`src/rtl/time_keeper_if.sv`:
```
// Bundles the tick, set buttons and time outputs of the time keeper.
// The master side drives ticks/buttons; the slave side is the clock itself.
interface time_keeper_if;
  logic       hit;
  logic       btn_min;
  logic       btn_hour;
  logic [5:0] minutes;
  logic [4:0] hours;
  logic       set_active;
  logic       day_wrap;

  modport master (
    output hit, btn_min, btn_hour,
    input  minutes, hours, set_active, day_wrap
  );

  modport slave (
    input  hit, btn_min, btn_hour,
    output minutes, hours, set_active, day_wrap
  );
endinterface

```
`src/rtl/time_keeper.sv`:
```
// Minute/hour time-of-day counter with press-and-hold setting buttons.
// Each button runs its own IDLE/DELAY/REPEAT FSM producing increment pulses.
module time_keeper #(
  parameter int unsigned HOLD_DELAY    = 50_000_000,
  parameter int unsigned REPEAT_PERIOD = 20_000_000
) (
  input  logic          ck,
  input  logic          reset,
  time_keeper_if.slave  bus
);

  localparam logic [1:0] ST_IDLE   = 2'd0;
  localparam logic [1:0] ST_DELAY  = 2'd1;
  localparam logic [1:0] ST_REPEAT = 2'd2;

  localparam logic [31:0] HOLD_LAST   = 32'(HOLD_DELAY - 1);
  localparam logic [31:0] REPEAT_LAST = 32'(REPEAT_PERIOD - 1);

  logic [1:0]       btn;
  logic [1:0][1:0]  state_q, state_d;
  logic [1:0][31:0] timer_q, timer_d;
  logic [1:0]       inc;

  logic [5:0] minutes_q, minutes_d;
  logic [4:0] hours_q, hours_d;
  logic       set_active_q, set_active_d;
  logic       day_wrap_q, day_wrap_d;

  logic       hit_ok;
  logic [5:0] minutes_next;
  logic [4:0] hours_next;

  // index 0 is the minute button, index 1 the hour button
  assign btn = {bus.btn_hour, bus.btn_min};

  always_comb begin
    state_d = state_q;
    timer_d = timer_q;
    inc     = '0;
    for (int i = 0; i < 2; i++) begin
      case (state_q[i])
        ST_IDLE: begin
          if (btn[i]) begin
            inc[i]     = 1'b1;
            timer_d[i] = '0;
            state_d[i] = ST_DELAY;
          end
        end
        ST_DELAY: begin
          if (!btn[i]) begin
            timer_d[i] = '0;
            state_d[i] = ST_IDLE;
          end else if (timer_q[i] == HOLD_LAST) begin
            inc[i]     = 1'b1;
            timer_d[i] = '0;
            state_d[i] = ST_REPEAT;
          end else begin
            timer_d[i] = timer_q[i] + 32'd1;
          end
        end
        ST_REPEAT: begin
          if (!btn[i]) begin
            timer_d[i] = '0;
            state_d[i] = ST_IDLE;
          end else if (timer_q[i] == REPEAT_LAST) begin
            inc[i]     = 1'b1;
            timer_d[i] = '0;
          end else begin
            timer_d[i] = timer_q[i] + 32'd1;
          end
        end
        default: begin
          timer_d[i] = '0;
          state_d[i] = ST_IDLE;
        end
      endcase
    end
  end

  // Ticks are dropped while any button is being serviced, including the press cycle
  always_comb begin
    minutes_next = (minutes_q >= 6'd59) ? 6'd0 : minutes_q + 6'd1;
    hours_next   = (hours_q >= 5'd23) ? 5'd0 : hours_q + 5'd1;
    set_active_d = (state_d[0] != ST_IDLE) || (state_d[1] != ST_IDLE);
    hit_ok       = bus.hit && !set_active_q && !set_active_d;

    minutes_d  = minutes_q;
    hours_d    = hours_q;
    day_wrap_d = 1'b0;
    if (hit_ok) begin
      minutes_d = minutes_next;
      if (minutes_q >= 6'd59) begin
        hours_d    = hours_next;
        day_wrap_d = (hours_q >= 5'd23);
      end
    end else begin
      if (inc[0]) minutes_d = minutes_next;
      if (inc[1]) hours_d   = hours_next;
    end
  end

  always_ff @(posedge ck) begin
    if (!reset) begin
      state_q      <= {ST_IDLE, ST_IDLE};
      timer_q      <= '0;
      minutes_q    <= '0;
      hours_q      <= '0;
      set_active_q <= 1'b0;
      day_wrap_q   <= 1'b0;
    end else begin
      state_q      <= state_d;
      timer_q      <= timer_d;
      minutes_q    <= minutes_d;
      hours_q      <= hours_d;
      set_active_q <= set_active_d;
      day_wrap_q   <= day_wrap_d;
    end
  end

  assign bus.minutes    = minutes_q;
  assign bus.hours      = hours_q;
  assign bus.set_active = set_active_q;
  assign bus.day_wrap   = day_wrap_q;

endmodule

```
`src/flat_wrapper.sv`:
```
// flat-port wrapper written by rule: the top's interface ports become plain ports
module time_keeper_flat 
#(
  parameter int unsigned HOLD_DELAY    = 50_000_000,
  parameter int unsigned REPEAT_PERIOD = 20_000_000
)
  (ck, reset, bus_hit, bus_btn_min, bus_btn_hour, bus_minutes, bus_hours, bus_set_active, bus_day_wrap);
  time_keeper_if bus_i ();
  input  logic ck;
  input  logic reset;
  input wire logic [$bits(bus_i.hit)-1:0] bus_hit;
  input wire logic [$bits(bus_i.btn_min)-1:0] bus_btn_min;
  input wire logic [$bits(bus_i.btn_hour)-1:0] bus_btn_hour;
  output wire logic [$bits(bus_i.minutes)-1:0] bus_minutes;
  output wire logic [$bits(bus_i.hours)-1:0] bus_hours;
  output wire logic [$bits(bus_i.set_active)-1:0] bus_set_active;
  output wire logic [$bits(bus_i.day_wrap)-1:0] bus_day_wrap;
  assign bus_i.hit = bus_hit;
  assign bus_i.btn_min = bus_btn_min;
  assign bus_i.btn_hour = bus_btn_hour;
  assign bus_minutes = bus_i.minutes;
  assign bus_hours = bus_i.hours;
  assign bus_set_active = bus_i.set_active;
  assign bus_day_wrap = bus_i.day_wrap;
  time_keeper #(.HOLD_DELAY(HOLD_DELAY), .REPEAT_PERIOD(REPEAT_PERIOD)) u_core (.ck(ck), .reset(reset), .bus(bus_i));
endmodule
```
`config.mk`:
```
export PLATFORM = sky130hd
export DESIGN_NAME = time_keeper_flat
export DESIGN_NICKNAME = d
export VERILOG_FILES = /design/src/rtl/time_keeper_if.sv /design/src/rtl/time_keeper.sv /design/src/flat_wrapper.sv
export SDC_FILE = /design/constraint.sdc
export NUM_CORES = 1
export LEC_CHECK = 0
export CAP_MARGIN = 40
export CORE_UTILIZATION = 60
export DETAILED_ROUTE_END_ITERATION = 7
export PLACE_DENSITY = 0.79
export RECOVER_POWER = 100
export SLEW_MARGIN = 20
export SYNTH_ARGS = -nofsm -noshare
export SYNTH_HDL_FRONTEND = slang
export SYNTH_SLANG_ARGS = --single-unit
export TNS_END_PERCENT = 1
```
`constraint.sdc`:
```
create_clock -name ck -period 2.9 [get_ports ck]
set_input_delay 0.29 -clock ck [delete_from_list [all_inputs] [get_ports ck]]
set_output_delay 0.29 -clock ck [all_outputs]
set_load 0.005 [all_outputs]
```
=== Yosys cells after proc, flatten, opt, wreduce, memory -nomap -nowiden ===
Index checks and enable logic that the tools add are counted.

* Bits in registers: 81
* Output and inout bits: 13

* $add $sub $neg: 4
* Order comparisons: 2
* Eq/ne operators: 11
* Mux-type cells: 41
* Reductions and logical operators: 13

{| class="wikitable"
|+ Operator list
! cell !! number
|-
| 2-to-1 mux 32 bit || 10
|-
| case mux 32 bit (3 select lines) || 2
|-
| adder 32 x 1 -> 32 bit (second input constant) || 2
|-
| == test 32 x 25 -> 1 bit (second input constant) || 2
|-
| == test 32 x 26 -> 1 bit (second input constant) || 2
|-
| 2-to-1 mux 5 bit || 4
|-
| 2-to-1 mux 6 bit || 3
|-
| 2-to-1 mux 2 bit || 8
|-
| case mux 2 bit (3 select lines) || 2
|-
| 2-to-1 mux 1 bit || 10
|-
| nonzero test 2 bit || 4
|-
| adder 6 x 1 -> 6 bit (second input constant) || 1
|-
| >= comparator 6 bit (second input constant) || 1
|-
| inequality test 2 bit (second input constant) || 3
|-
| case mux 1 bit (3 select lines) || 2
|-
| adder 5 x 1 -> 5 bit (second input constant) || 1
|-
| >= comparator 5 bit (second input constant) || 1
|-
| == test 2 x 1 -> 1 bit (second input constant) || 2
|-
| == test 2 bit (second input constant) || 2
|-
| logical NOT 2 bit || 2
|-
| AND reduction 3 bit || 1
|-
| logical AND 1 bit || 2
|-
| logical NOT 1 bit || 2
|-
| AND reduction 2 bit || 1
|-
| logical OR 1 bit || 1
|}

=== Longest topological paths before layout ===
* Word-level depth: 10
* Depth in mapped cells: 11

=== Worst setup path before layout ===
OpenSTA, ideal clock, no wires.

* Kind: flip-flop to flip-flop
* Start point: register u_core.state_q[0] (netlist name)
* End point: register u_core.hours_q[2] (netlist: u_core.bus.hours[2])
* Arrival time: 2.426 ns
* Data required time: 2.781 ns
* Path slack: 0.355 ns
* Cell stages (with the launch flop): 11
* Buffers on the path: 1
* Path through: dfxtp_1 inv_1 ha_1 nand2b_1 buf_2 a211oi_1 or3_1 nor4b_4 nand3_4 mux2_4 o221a_1

* Longest elaborated chain between the ends: 9
* Elaborated cells on any way between the ends: 16
* Those cells by class: eq/ne (3); mux (6); reduce/logical (7)

{| class="wikitable"
|+ Ends and longest elaborated chain
! item !! line !! RTL
|-
| from (decl) || time_keeper.sv:20 || <nowiki>logic [1:0][1:0] state_q, state_d;</nowiki>
|-
| from (signal assigned) || time_keeper.sv:104 || <nowiki>state_q <= {ST_IDLE, ST_IDLE};</nowiki>
|-
| from (signal assigned) || time_keeper.sv:111 || <nowiki>state_q <= state_d;</nowiki>
|-
| 2-to-1 mux 2 bit || time_keeper.sv:53 || <nowiki>end else if (timer_q[i] == HOLD_LAST) begin</nowiki>
|-
| 2-to-1 mux 2 bit || time_keeper.sv:50 || <nowiki>if (!btn[i]) begin</nowiki>
|-
| case mux 2 bit (3 select lines) * || time_keeper.sv:41 || <nowiki>case (state_q[i])</nowiki>
|-
| nonzero test 2 bit * || time_keeper.sv:84 || <nowiki>set_active_d = (state_d[0] != ST_IDLE) || (state_d[1] != ST_IDLE);</nowiki>
|-
| logical OR 1 bit * || time_keeper.sv:84 ||
|-
| logical NOT 1 bit * || time_keeper.sv:85 || <nowiki>hit_ok = bus.hit && !set_active_q && !set_active_d;</nowiki>
|-
| logical AND 1 bit * || time_keeper.sv:85 ||
|-
| inequality test 2 bit (no source line) or nonzero test 2 bit (tied branches) || - ||
|-
| AND reduction 2 bit (no source line) || - ||
|-
| to (signal assigned) || time_keeper.sv:114 || <nowiki>hours_q <= hours_d;</nowiki>
|-
| to (decl) || time_keeper.sv:25 || <nowiki>logic [4:0] hours_q, hours_d;</nowiki>
|}

Mark *: on every way between the ends. The rest lies on a longest branch, timed or not.
A chain may end at the register's enable or synchronous reset.

=== Worst setup path in the final report ===
* Start point: register u_core.timer_q[1] (netlist name)
* End point: register u_core.timer_q[7] (netlist name)

* Longest elaborated chain between the ends: 4
* Elaborated cells on any way between the ends: 8
* Those cells by class: add/sub (1); eq/ne (2); mux (5)

{| class="wikitable"
|+ Ends and longest elaborated chain
! item !! line !! RTL
|-
| from (decl) || time_keeper.sv:21 || <nowiki>logic [1:0][31:0] timer_q, timer_d;</nowiki>
|-
| from (signal assigned) || time_keeper.sv:112 || <nowiki>timer_q <= timer_d;</nowiki>
|-
| adder 32 x 1 -> 32 bit, or another cell as far along || time_keeper.sv:58, time_keeper.sv:69 ||
|-
| 2-to-1 mux 32 bit (on tied branches) || time_keeper.sv:65, time_keeper.sv:53 ||
|-
| 2-to-1 mux 32 bit (on tied branches) || time_keeper.sv:62, time_keeper.sv:50 ||
|-
| case mux 32 bit (3 select lines) * || time_keeper.sv:41 ||
|}

Marked as above.

==> impl_metrics.json <==
{
  "ctsResizeCount": 0,
  "cts_hold_buffers": 0,
  "areaGrowthSynthToFinish_pct": 11.4,
  "p_clk_share_pct": 38.5,
  "p_int_uw": 1620,
  "diodes": 0,
  "cts.sinks": 81,
  "drtPass1Iterations": 5,
  "post-route-period-util_pct": 93.5,
  "max_clock_freq_ghz": 0.369,
  "htreeDepth": 3,
  "gp_congestion": 0.924,
  "hp-class": "reg -> reg",
  "reg2reg_to": "u_core.timer_q[7]",
  "avgSynthCellArea_um2": 7.88,
  "syn-instance-count": 610,
  "n_fill_cell": 642,
  "grt_pass1_vias": 4377,
  "grt_pass1_wl_mm": 20.2,
  "fin_tns_setup_ns": 0,
  "grt.overflow.total": 0,
  "cts_root_buf": "clkbuf_8",
  "yosysWarnings": 0,
  "required_ns": 3.13,
  "netlist_area_um2": 4810,
  "finalCriticalPeriod_ns": 2.71,
  "ys_seq_elements": 81,
  "hold_viol_final": 0,
  "synth_cell_types": 69,
  "relSlewSlack_pct": 52.5,
  "fin_cells": 739,
  "setup_viol": 0,
  "cp-startpoint": "u_core.timer_q[1]",
  "synth_edf_count": 0,
  "rrSetupSlack_ns": 0.19,
  "p_comb_share_pct": 9.0,
  "startpoint_type": "flop",
  "status": "finished, final reports clean",
  "wl_mm": 11.9,
  "ant_nets": 0,
  "grt_max_degree": 43,
  "maxSlewViolCount": 0,
  "die_area_um2": 8380,
  "power.density_nw_per_um2": 404,
  "postPlaceCellArea_um2": 5180,
  "dp.cells": 723,
  "ios": 18,
  "endpoint": "u_core.timer_q[7]",
  "p_sw_uw": 550,
  "clock_skew_ns": 0.0155,
  "cts_buffer_depth": 2,
  "rr_startpoint": "u_core.timer_q[1]",
  "mostFrequentLayoutCell": "dfxtp_1",
  "cts_made_buffers": 9,
  "cap_violations": 0,
  "synth_flop_cell": "dfxtp_1",
  "worstMarginPinSlew_ns": 0.706,
  "critical_path.max_fanout": 15,
  "std_cell_rows": 32,
  "final_cell_mix": "dfxtp_1 (81), nor2_1 (69), nand2_1 (61)",
  "fin_area_um2": 5360,
  "final_util_pct": 69.4,
  "cp_data_arrival_time_ns": 2.94,
  "core_area_um2": 7730,
  "track_usage_pct": 29.6,
  "rsz0062_at_grt": "false",
  "die_h_um": 91.5,
  "power.share.sequential_pct": 52.5,
  "r2r_cells": 8,
  "start_util_pct": 62.2,
  "port_buffers": 17,
  "postCtsSetupRepairBufs": 0,
  "via_count": 4746,
  "syn_nets": 627,
  "antenna_found_initial": 0,
  "ys_seq_area_share_pct": 33.7,
  "p_leak_uw": 0.00179,
  "clk-insertion-delay-late_ns": 0.36,
  "cts_tree": "yes",
  "synthArstFlopShare_pct": 0,
  "drive_above_1_share_pct": 8.48,
  "drc": 0,
  "dp_hpwl_mm": 8.43,
  "cp-end-kind": "flop",
  "clkTransAtPathRegs_ns": 0.08,
  "finalPower_uw": 2170,
  "drt_iter0_drc": 361,
  "swShare_pct": 25.4,
  "vias_per_cell": 6.42,
  "wl_per_cell_um": 16.1,
  "path_class": "reg -> reg",
  "fp.dieW_um": 91.5,
  "ir_drop_uv": 306,
  "fin_nets": 649
}
==> power groups by stage <==
stage               clock network [uW]  logic, uW  registers, uW
floorplan                            0        130           1160
global placement                     0        194           1160
detailed placement                   0        200           1160
CTS                                840        201           1140
global route                       890        214           1140
finish                             833        196           1140
==> layout make-up <==
type	count	area [um2]	share of cell area [%]
Clock buffer	11	141	2.64
Clock inverter	5	55.1	1.03
Inverter	16	60.1	1.12
Multi-Input combinational cell	484	3010	56.2
Sequential cell	81	1620	30.3
Tap cell	102	128	2.38
Timing Repair Buffer	40	343	6.40
==> layer usage <==
| metal | global-route usage, % | share of wire, % | vias up |
|---|---|---|---|
| met3 | 4.36 | 5.6 | 15 |
| met5 | 0 | 0 | - |
| met1 | 39.8 | 47 | 2251 |
| met4 | 10.6 | 1.1 | 0 |
| li1 | - | - | 2335 |
| met2 | 47.9 | 47 | 145 |
==> critical path: stages, from the launching register on <==
cell and delay, ns:
dfxtp_1 0.44, ha_1 0.28, and3_1 0.21, nand4_1 0.27, o31ai_1 0.44, a21oi_1 0.29, o21ai_0 0.23, clkbuf_2 0.32
nor2_1 0.09
==> flip-flops by register name, summed over array words and instances (netlist names) <==
signal / flops
u_core.state_q: 4
u_core.bus.hours: 5
u_core.bus.minutes: 6
u_core.timer_q: 64
u_core.bus.set_active: 1
u_core.bus.day_wrap: 1
==> through the flow <==
step	hold WS (ns)	worst slack, ns
final	0.505	0.188
after global routing	0.517	0.0200
after CTS	0.507	0.210
after detailed placement	0.495	0.155
after global placement	0.473	0.221
after floorplan	0.451	0.355
==> synth_stat cells, drive strengths merged (9+ instances only) <==
library cell  instances  area [um2]
dfxtp                81        1620
nor2                 69         259
nand2                61         229
a21oi                45         229
nand3                35         198
o21ai                34         170
clkbuf               21        80.1
nand4                21         131
nor3                 20         100
nor4                 18         161
a31oi                14        87.6
inv                  14        52.6
or3                  14        87.6
ha                   12         150
xor2                 12         105
and3                 10        62.6
a311oi                9        78.8
==> worst min-delay path by stage <==
stage                              from                  end  slack, ns  depth (start not counted)
floorplan                         reset   u_core.timer_q[25]       0.45                          2
global placement     u_core.timer_q[22]   u_core.timer_q[22]       0.47                          2
detailed placement   u_core.timer_q[22]   u_core.timer_q[22]       0.49                          2
CTS                  u_core.timer_q[22]   u_core.timer_q[22]       0.51                          2
global route        u_core.bus.hours[0]  u_core.bus.hours[0]       0.52                          2
finish               u_core.timer_q[22]   u_core.timer_q[22]       0.51                          2
==> logic make-up after synthesis <==
kind of cell    count (synthesis)  share of synthesized area, %
fa+ha+maj                      12                          3.12
buf+inv                        45                          3.75
compound gates                149                          20.4
xor+xnor                       15                          2.73
flops                          81                          33.7
mux                             6                          1.35
simple gates                  302                          35.0
(Power assumes the default switching activity.)
